<file path="config.mk">
export PLATFORM = sky130hd
export DESIGN_NAME = router_pkt_reg
export DESIGN_NICKNAME = d
export VERILOG_FILES = /design/src/rtl/router_pkt_reg.sv
export SDC_FILE = /design/constraint.sdc
export NUM_CORES = 1
export LEC_CHECK = 0
export CORE_MARGIN = 4
export CORE_UTILIZATION = 40
export CTS_CLUSTER_DIAMETER = 40
export DETAILED_ROUTE_END_ITERATION = 8
export PLACE_DENSITY = 0.61
export SLEW_MARGIN = 20
export SYNTH_ARGS = -nofsm -noshare
export SYNTH_HDL_FRONTEND = slang
export SYNTH_SLANG_ARGS = --single-unit
</file>
<file path="constraint.sdc">
create_clock -name clock -period 4.05 [get_ports clock]
set_input_delay 0.81 -clock clock [delete_from_list [all_inputs] [get_ports clock]]
set_output_delay 0.81 -clock clock [all_outputs]
set_load 0.005 [all_outputs]
</file>
<file path="src/rtl/router_pkt_reg.sv">
// router_pkt_reg: packet register stage between the router input and the
// per-channel FIFOs. An internal FSM parses the header (len/addr), forwards
// header, payload and parity to the selected channel, checks XOR parity and the
// declared length, and drops packets addressed to a non-existent channel.
// The datapath is an output register plus one skid entry, so upstream can be
// stalled cleanly while the FIFO is full. Beat order is strictly preserved.
// Optional feature: define ROUTER_PKT_REG_ERR_CNT_EN to add err_count[15:0],
// a saturating count of errored packets and dropped (illegal address) packets.
module router_pkt_reg #(
    parameter int DATA_WIDTH = 8,
    parameter int ADDR_BITS  = 2,
    parameter int NUM_CH     = 3
) (
    input  logic                  clock,
    input  logic                  reset,
    input  logic                  in_valid,
    input  logic                  in_last,
    input  logic [DATA_WIDTH-1:0] data_in,
    output logic                  in_ready,
    output logic [DATA_WIDTH-1:0] dout,
    output logic                  dout_valid,
    output logic                  dout_last,
    input  logic                  dout_ready,
    output logic [NUM_CH-1:0]     dest_sel,
    output logic                  parity_done,
    output logic                  err,
    output logic                  len_err,
`ifdef ROUTER_PKT_REG_ERR_CNT_EN
    output logic [15:0]           err_count,
`endif
    output logic                  addr_err
);

    localparam int LEN_W = DATA_WIDTH - ADDR_BITS;
    // One extra bit so NUM_CH == 2**ADDR_BITS is representable.
    localparam logic [ADDR_BITS:0] NUM_CH_LIM = (ADDR_BITS + 1)'(NUM_CH);

    typedef enum logic [1:0] {
        S_HDR  = 2'd0,
        S_PAY  = 2'd1,
        S_DROP = 2'd2
    } state_t;

    state_t                  state_reg, state_next;

    logic [DATA_WIDTH-1:0]   dout_reg, dout_next;
    logic                    dout_last_reg, dout_last_next;
    logic                    dout_valid_reg, dout_valid_next;
    logic [DATA_WIDTH-1:0]   skid_reg, skid_next;
    logic                    skid_last_reg, skid_last_next;
    logic                    skid_valid_reg, skid_valid_next;
    logic                    in_ready_reg, in_ready_next;
    logic [NUM_CH-1:0]       dest_sel_reg, dest_sel_next;
    logic [DATA_WIDTH-1:0]   acc_reg, acc_next;
    logic [LEN_W-1:0]        cnt_reg, cnt_next;
    logic [LEN_W-1:0]        len_reg, len_next;
    logic                    parity_done_reg, parity_done_next;
    logic                    err_reg, err_next;
    logic                    len_err_reg, len_err_next;
    logic                    addr_err_reg, addr_err_next;

    logic [ADDR_BITS-1:0]    hdr_addr;
    logic [LEN_W-1:0]        hdr_len;
    logic [NUM_CH-1:0]       hdr_onehot;
    logic                    addr_legal;
    logic                    accept;
    logic                    hdr_ok;
    logic                    hdr_bad;
    logic                    pay_beat;
    logic                    fwd;
    logic                    transfer;

    // Header field decode and handshake qualifiers.
    assign hdr_addr   = data_in[ADDR_BITS-1:0];
    assign hdr_len    = data_in[DATA_WIDTH-1:ADDR_BITS];
    assign addr_legal = ({1'b0, hdr_addr} < NUM_CH_LIM);
    assign accept     = in_valid & in_ready_reg;
    assign hdr_ok     = accept & (state_reg == S_HDR) & addr_legal;
    assign hdr_bad    = accept & (state_reg == S_HDR) & ~addr_legal;
    assign pay_beat   = accept & (state_reg == S_PAY);
    assign fwd        = hdr_ok | pay_beat;
    assign transfer   = dout_valid_reg & dout_ready;

    // One-hot channel select decoded from the header address.
    genvar gi;
    generate
        for (gi = 0; gi < NUM_CH; gi++) begin : g_dec
            localparam logic [ADDR_BITS-1:0] CH_ID = ADDR_BITS'(gi);
            assign hdr_onehot[gi] = (hdr_addr == CH_ID);
        end
    endgenerate

    // FSM state register.
    always_ff @(posedge clock) begin
        if (reset) begin
            state_reg <= S_HDR;
        end else begin
            state_reg <= state_next;
        end
    end

    // FSM next state: a header with in_last set is a complete packet by itself.
    always_comb begin
        state_next = state_reg;
        case (state_reg)
            S_HDR: begin
                if (hdr_ok && !in_last) begin
                    state_next = S_PAY;
                end else if (hdr_bad && !in_last) begin
                    state_next = S_DROP;
                end
            end
            S_PAY: begin
                if (accept && in_last) begin
                    state_next = S_HDR;
                end
            end
            S_DROP: begin
                if (accept && in_last) begin
                    state_next = S_HDR;
                end
            end
            default: state_next = S_HDR;
        endcase
    end

    // FSM outputs: datapath buffering, packet checks and flag updates.
    always_comb begin
        dout_next        = dout_reg;
        dout_last_next   = dout_last_reg;
        dout_valid_next  = dout_valid_reg;
        skid_next        = skid_reg;
        skid_last_next   = skid_last_reg;
        skid_valid_next  = skid_valid_reg;
        dest_sel_next    = dest_sel_reg;
        acc_next         = acc_reg;
        cnt_next         = cnt_reg;
        len_next         = len_reg;
        parity_done_next = 1'b0;
        err_next         = err_reg;
        len_err_next     = len_err_reg;
        addr_err_next    = 1'b0;

        // Output register / skid: skid only fills while dout is stalled.
        if (transfer) begin
            if (skid_valid_reg) begin
                dout_next       = skid_reg;
                dout_last_next  = skid_last_reg;
                skid_valid_next = 1'b0;
            end else if (fwd) begin
                dout_next      = data_in;
                dout_last_next = in_last;
            end else begin
                dout_valid_next = 1'b0;
            end
        end else if (!dout_valid_reg) begin
            if (fwd) begin
                dout_next       = data_in;
                dout_last_next  = in_last;
                dout_valid_next = 1'b1;
            end
        end else if (fwd) begin
            skid_next       = data_in;
            skid_last_next  = in_last;
            skid_valid_next = 1'b1;
        end

        // Packet bookkeeping.
        if (hdr_ok) begin
            dest_sel_next = hdr_onehot;
            acc_next      = data_in;
            cnt_next      = '0;
            len_next      = hdr_len;
            err_next      = 1'b0;
            len_err_next  = 1'b0;
            if (in_last) begin
                parity_done_next = 1'b1;
                len_err_next     = 1'b1;
            end
        end else if (state_reg == S_HDR && !dout_valid_next && !skid_valid_next) begin
            // Previous packet fully handed to the FIFO: release the channel.
            dest_sel_next = '0;
        end

        if (hdr_bad) begin
            addr_err_next = 1'b1;
        end

        if (pay_beat) begin
            if (!in_last) begin
                acc_next = acc_reg ^ data_in;
                if (cnt_reg != {LEN_W{1'b1}}) begin
                    cnt_next = cnt_reg + LEN_W'(1);
                end
            end else begin
                parity_done_next = 1'b1;
                err_next         = (acc_reg != data_in);
                len_err_next     = (cnt_reg != len_reg) || (len_reg == '0);
            end
        end

        // Stall on a full skid, and hold off the next header until the
        // previous packet has completely left the output stage.
        in_ready_next = !skid_valid_next &&
                        !((state_next == S_HDR) && dout_valid_next);
    end

    // Datapath and flag registers.
    always_ff @(posedge clock) begin
        if (reset) begin
            dout_reg        <= '0;
            dout_last_reg   <= 1'b0;
            dout_valid_reg  <= 1'b0;
            skid_reg        <= '0;
            skid_last_reg   <= 1'b0;
            skid_valid_reg  <= 1'b0;
            in_ready_reg    <= 1'b1;
            dest_sel_reg    <= '0;
            acc_reg         <= '0;
            cnt_reg         <= '0;
            len_reg         <= '0;
            parity_done_reg <= 1'b0;
            err_reg         <= 1'b0;
            len_err_reg     <= 1'b0;
            addr_err_reg    <= 1'b0;
        end else begin
            dout_reg        <= dout_next;
            dout_last_reg   <= dout_last_next;
            dout_valid_reg  <= dout_valid_next;
            skid_reg        <= skid_next;
            skid_last_reg   <= skid_last_next;
            skid_valid_reg  <= skid_valid_next;
            in_ready_reg    <= in_ready_next;
            dest_sel_reg    <= dest_sel_next;
            acc_reg         <= acc_next;
            cnt_reg         <= cnt_next;
            len_reg         <= len_next;
            parity_done_reg <= parity_done_next;
            err_reg         <= err_next;
            len_err_reg     <= len_err_next;
            addr_err_reg    <= addr_err_next;
        end
    end

`ifdef ROUTER_PKT_REG_ERR_CNT_EN
    logic [15:0] err_count_reg;
    logic        err_event;

    // parity_done and addr_err never pulse in the same cycle (one accept per cycle).
    assign err_event = (parity_done_reg & (err_reg | len_err_reg)) | addr_err_reg;

    // Saturating error counter.
    always_ff @(posedge clock) begin
        if (reset) begin
            err_count_reg <= '0;
        end else if (err_event && (err_count_reg != 16'hFFFF)) begin
            err_count_reg <= err_count_reg + 16'd1;
        end
    end

    assign err_count = err_count_reg;
`endif

    assign in_ready    = in_ready_reg;
    assign dout        = dout_reg;
    assign dout_valid  = dout_valid_reg;
    assign dout_last   = dout_last_reg;
    assign dest_sel    = dest_sel_reg;
    assign parity_done = parity_done_reg;
    assign err         = err_reg;
    assign len_err     = len_err_reg;
    assign addr_err    = addr_err_reg;

endmodule

</file>
==> summary.md <==
| Metric | Value |
|---|---|
| CTS tree | done |
| FILL cells | 578 |
| Synth Flop Type | dfxtp_1 |
| R2r startpoint | state_reg[0]$_SDFF_PP0_ |
| Routability Congestion | 0.780 |
| Crit path required time | 4.25 ns |
| Peak VDD IR | 0.245 mV |
| Hold EP | len_err$_SDFF_PP0_ |
| Synth warn | 0 |
| Reg clk slew, reported paths | 0.10 ns |
| Hold_ws | 0.469 ns |
| Hold depth | 2 |
| Initial Util | 0.410 |
| First-pass GRT wire length | 9760 microns |
| Post-synth cell types | 50 |
| FF-to-FF End | dout[6]$_SDFFE_PP0P_ |
| Syn_area_per_cell | 8.35 sq um |
| Die height | 85.9 microns |
| Async S/R FF share, synth | 0 |
| Final setup vio count | 0 |
| Core Region | 0.00592 sq mm |
| CP cell instances | clkdlybuf4s50_1 -> buf_4 -> a21boi_1 -> o21ai_2 -> mux2_1 -> a222oi_1 -> nor2_1 |
| Antenna diodes | 0 |
| First-pass detailed-route iteration total | 4 |
| P&R area growth vs syn | 20.5% |
| Setup WS pre-CTS | 1.12 ns |
| Crit Path Class | in2reg |
| # port buffers | 30 |
| CTS max path bufs | 2 |
| Register area share after synthesis | 0.412 |
| Residual DRC | 0 |
| Fmax | 384 MHz |
| Clock sinks | 50 |
| Clock skew | 0.0134 ns |
| Largest net degree at the start of global routing | 30 |
| Via Count | 2131 |
| Worst hold path startpoint | len_err$_SDFF_PP0_ |
| Die area | 0.00739 sq mm |
| Vias per inst | 5.38 |
| Share of the synthesized area in the top cell type | 0.412 |
| Max FO, Critical Path | 12 |
| Post-Synthesis Cells | 291 |
| # H-tree levels | 2 |
| Number of global-route vias before repair | 2055 |
| Status | completed |
| Worst-skew pair later-pin latency | 0.30 ns |
| WP buf/inv | 2 |
| RSZ-0062 raised after global routing | no |
| Area after DPL | 0.00279 sq mm |
| # IOs | 31 |
| Post-Route WL | 5580 microns |
| Setup Buffers After CTS | 0 |
| CP max stage delay | 0.48 ns |
| Critical Path Start Type | input pin |
| Crit path DAT | 2.80 ns |
| Worst hold-check path type | reg2reg |
| Worst Max-Slew Pin Slew | 0.591 ns |
| Cell area after synthesis | 0.00243 sq mm |
| Ranking of synthesized cells by area | dfxtp_1 (41%), a21oi_1 (6.8%), nor2_1 (6.2%), nand2_1 (4.5%), mux2i_1 (4.1%) |
| Post-Route Setup TNS | 0 ns |
| Layout cells sized above 1 | 0.0810 |
| GR Overflow Total | 0 |
| Max-Cap Viols | 0 |
| Pleak | 1.15 nW |
| CP Capture Type | register |
| Row count | 28 |
| Final total power | 1.20 mW |
| Fin worst setup slack | 1.45 ns |
| Slew headroom | 0.606 |
| Root Buffer Master | clkbuf_8 |
| Period utilization | 0.642 |
| Family with the most delay on the worst path | compound AO/OA/AOI/OAI gates |
| Post-route ant nets | 0 |
| Iter 0 DRT Violations | 55 |
| Number of flops mapped to enable cells by yosys | 0 |
| Power Density | 409 mW/mm^2 |
| Tmin final | 2.60 ns |
| Total clock buffers created by CTS | 5 |
| FF-to-FF path depth | 7 |
| Final HPWL DP | 3940 microns |
| Tot GR Track Use | 0.161 |
| CTS Hold Buffers Added | 0 |
| Avg WL per Cell | 14.1 microns |
| Final Cell Area | 0.00293 sq mm |
| Die width | 85.9 microns |
| Reg2reg setup slack | 1.83 ns |
| Leading area contributor after synthesis | dfxtp_1 |
| Mapped Nets | 308 |
| Final Slew Violations | 0 |
| Nets | 337 |
| Endpoints failing hold | 0 |
| #FFs+latches synth | 50 |
| Antenna violations before repair | 0 |
| Post-CTS sizing | 0 |
| Crit-path slowest cell | o21ai_2 |
==> cell families (layout without fill, tap and decap cells) <==
| family | after synthesis | count (layout) | share of synthesized area |
|---|---|---|---|
| AO/OA/AOI/OAI | 81 | 81 | 0.211 |
| XOR/XNOR | 13 | 13 | 0.0469 |
| adder cells (fa/ha/maj) | 4 | 4 | 0.0206 |
| buffers and inverters | 23 | 53 | 0.0479 |
| flip-flops | 50 | 50 | 0.412 |
| multiplexers | 13 | 13 | 0.0551 |
| AND/OR/NAND/NOR | 107 | 107 | 0.207 |
==> tightest hold or removal path, cell delays in order (launching register included) <==
cell and delay [ns]:
dfxtp_1 0.32, nand2_1 0.05, a211oi_1 0.06
==> report_power, final <==
group          internal (mW)  switching, mW
Clock                  0.248          0.174
Combinational          0.107          0.118
Sequential             0.523         0.0269
Total                  0.878          0.320
==> cell usage in the layout, fill, tap and decap left out, types with 8 or more instances in the layout <==
| cell | count |
|---|---|
| clkdlybuf4s50_1 | 30 |
| mux2i_1 | 10 |
| a21oi_1 | 33 |
| o21ai_0 | 11 |
| nand2_1 | 29 |
| inv_1 | 8 |
| nor3_1 | 9 |
| dfxtp_1 | 50 |
| nor2_1 | 40 |
| xor2_1 | 8 |
| a31oi_1 | 11 |
==> how the worst max path moves through the flow <==
stage	startpoint	to	slack, ns	depth (start not counted)
final	data_in[0]	dout[6]$_SDFFE_PP0P_	1.45	7
after global routing	data_in[0]	dout[6]$_SDFFE_PP0P_	1.31	7
after CTS	data_in[0]	dout[6]$_SDFFE_PP0P_	1.45	7
after detailed placement	data_in[0]	dout[6]$_SDFFE_PP0P_	1.12	7
after global placement	data_in[0]	dout[6]$_SDFFE_PP0P_	1.18	7
after floorplan	in_last	cnt_reg[5]$_SDFF_PP0_	2.13	6
==> routing by layer <==
layer	wire length [microns]	share of wire	vias up	GRT usage
met5	0	0	-	0
met4	25	0.0045	0	0.0374
met3	143	0.026	4	0.0288
met2	2530	0.45	27	0.255
met1	2880	0.52	1007	0.226
li1	-	-	1093	-
==> synthesized netlist by cell type (5+ instances only) <==
master and count:
inv_1 8, o21ai_0 11, xor2_1 8, nand2_1 29
nor4_1 5, mux2i_1 10, a21oi_1 33, buf_2 6
a31oi_1 11, nor2_1 40, nand3_1 5, dfxtp_1 50
clkbuf_1 5, xnor2_1 5, nor3_1 9
==> per-stage QoR <==
stage / instances / util
after floorplan: 291 / -
after global placement: 388 / 0.471
after detailed placement: 388 / 0.471
after CTS: 396 / 0.495
after global routing: 396 / 0.495
final: 396 / 0.495
==> final cells by class <==
| class | count | area [sq um] | share of cell area |
|---|---|---|---|
| multi-input combinational | 218 | 1310 | 0.448 |
| sequential | 50 | 1000 | 0.342 |
| timing repair buffer | 37 | 353 | 0.121 |
| tap | 75 | 93.8 | 0.0321 |
| clock buffer | 5 | 68.8 | 0.0235 |
| clock inverter | 3 | 68.8 | 0.0235 |
| inverter | 8 | 30.0 | 0.0103 |
Power figures use the tool's default switching activity.
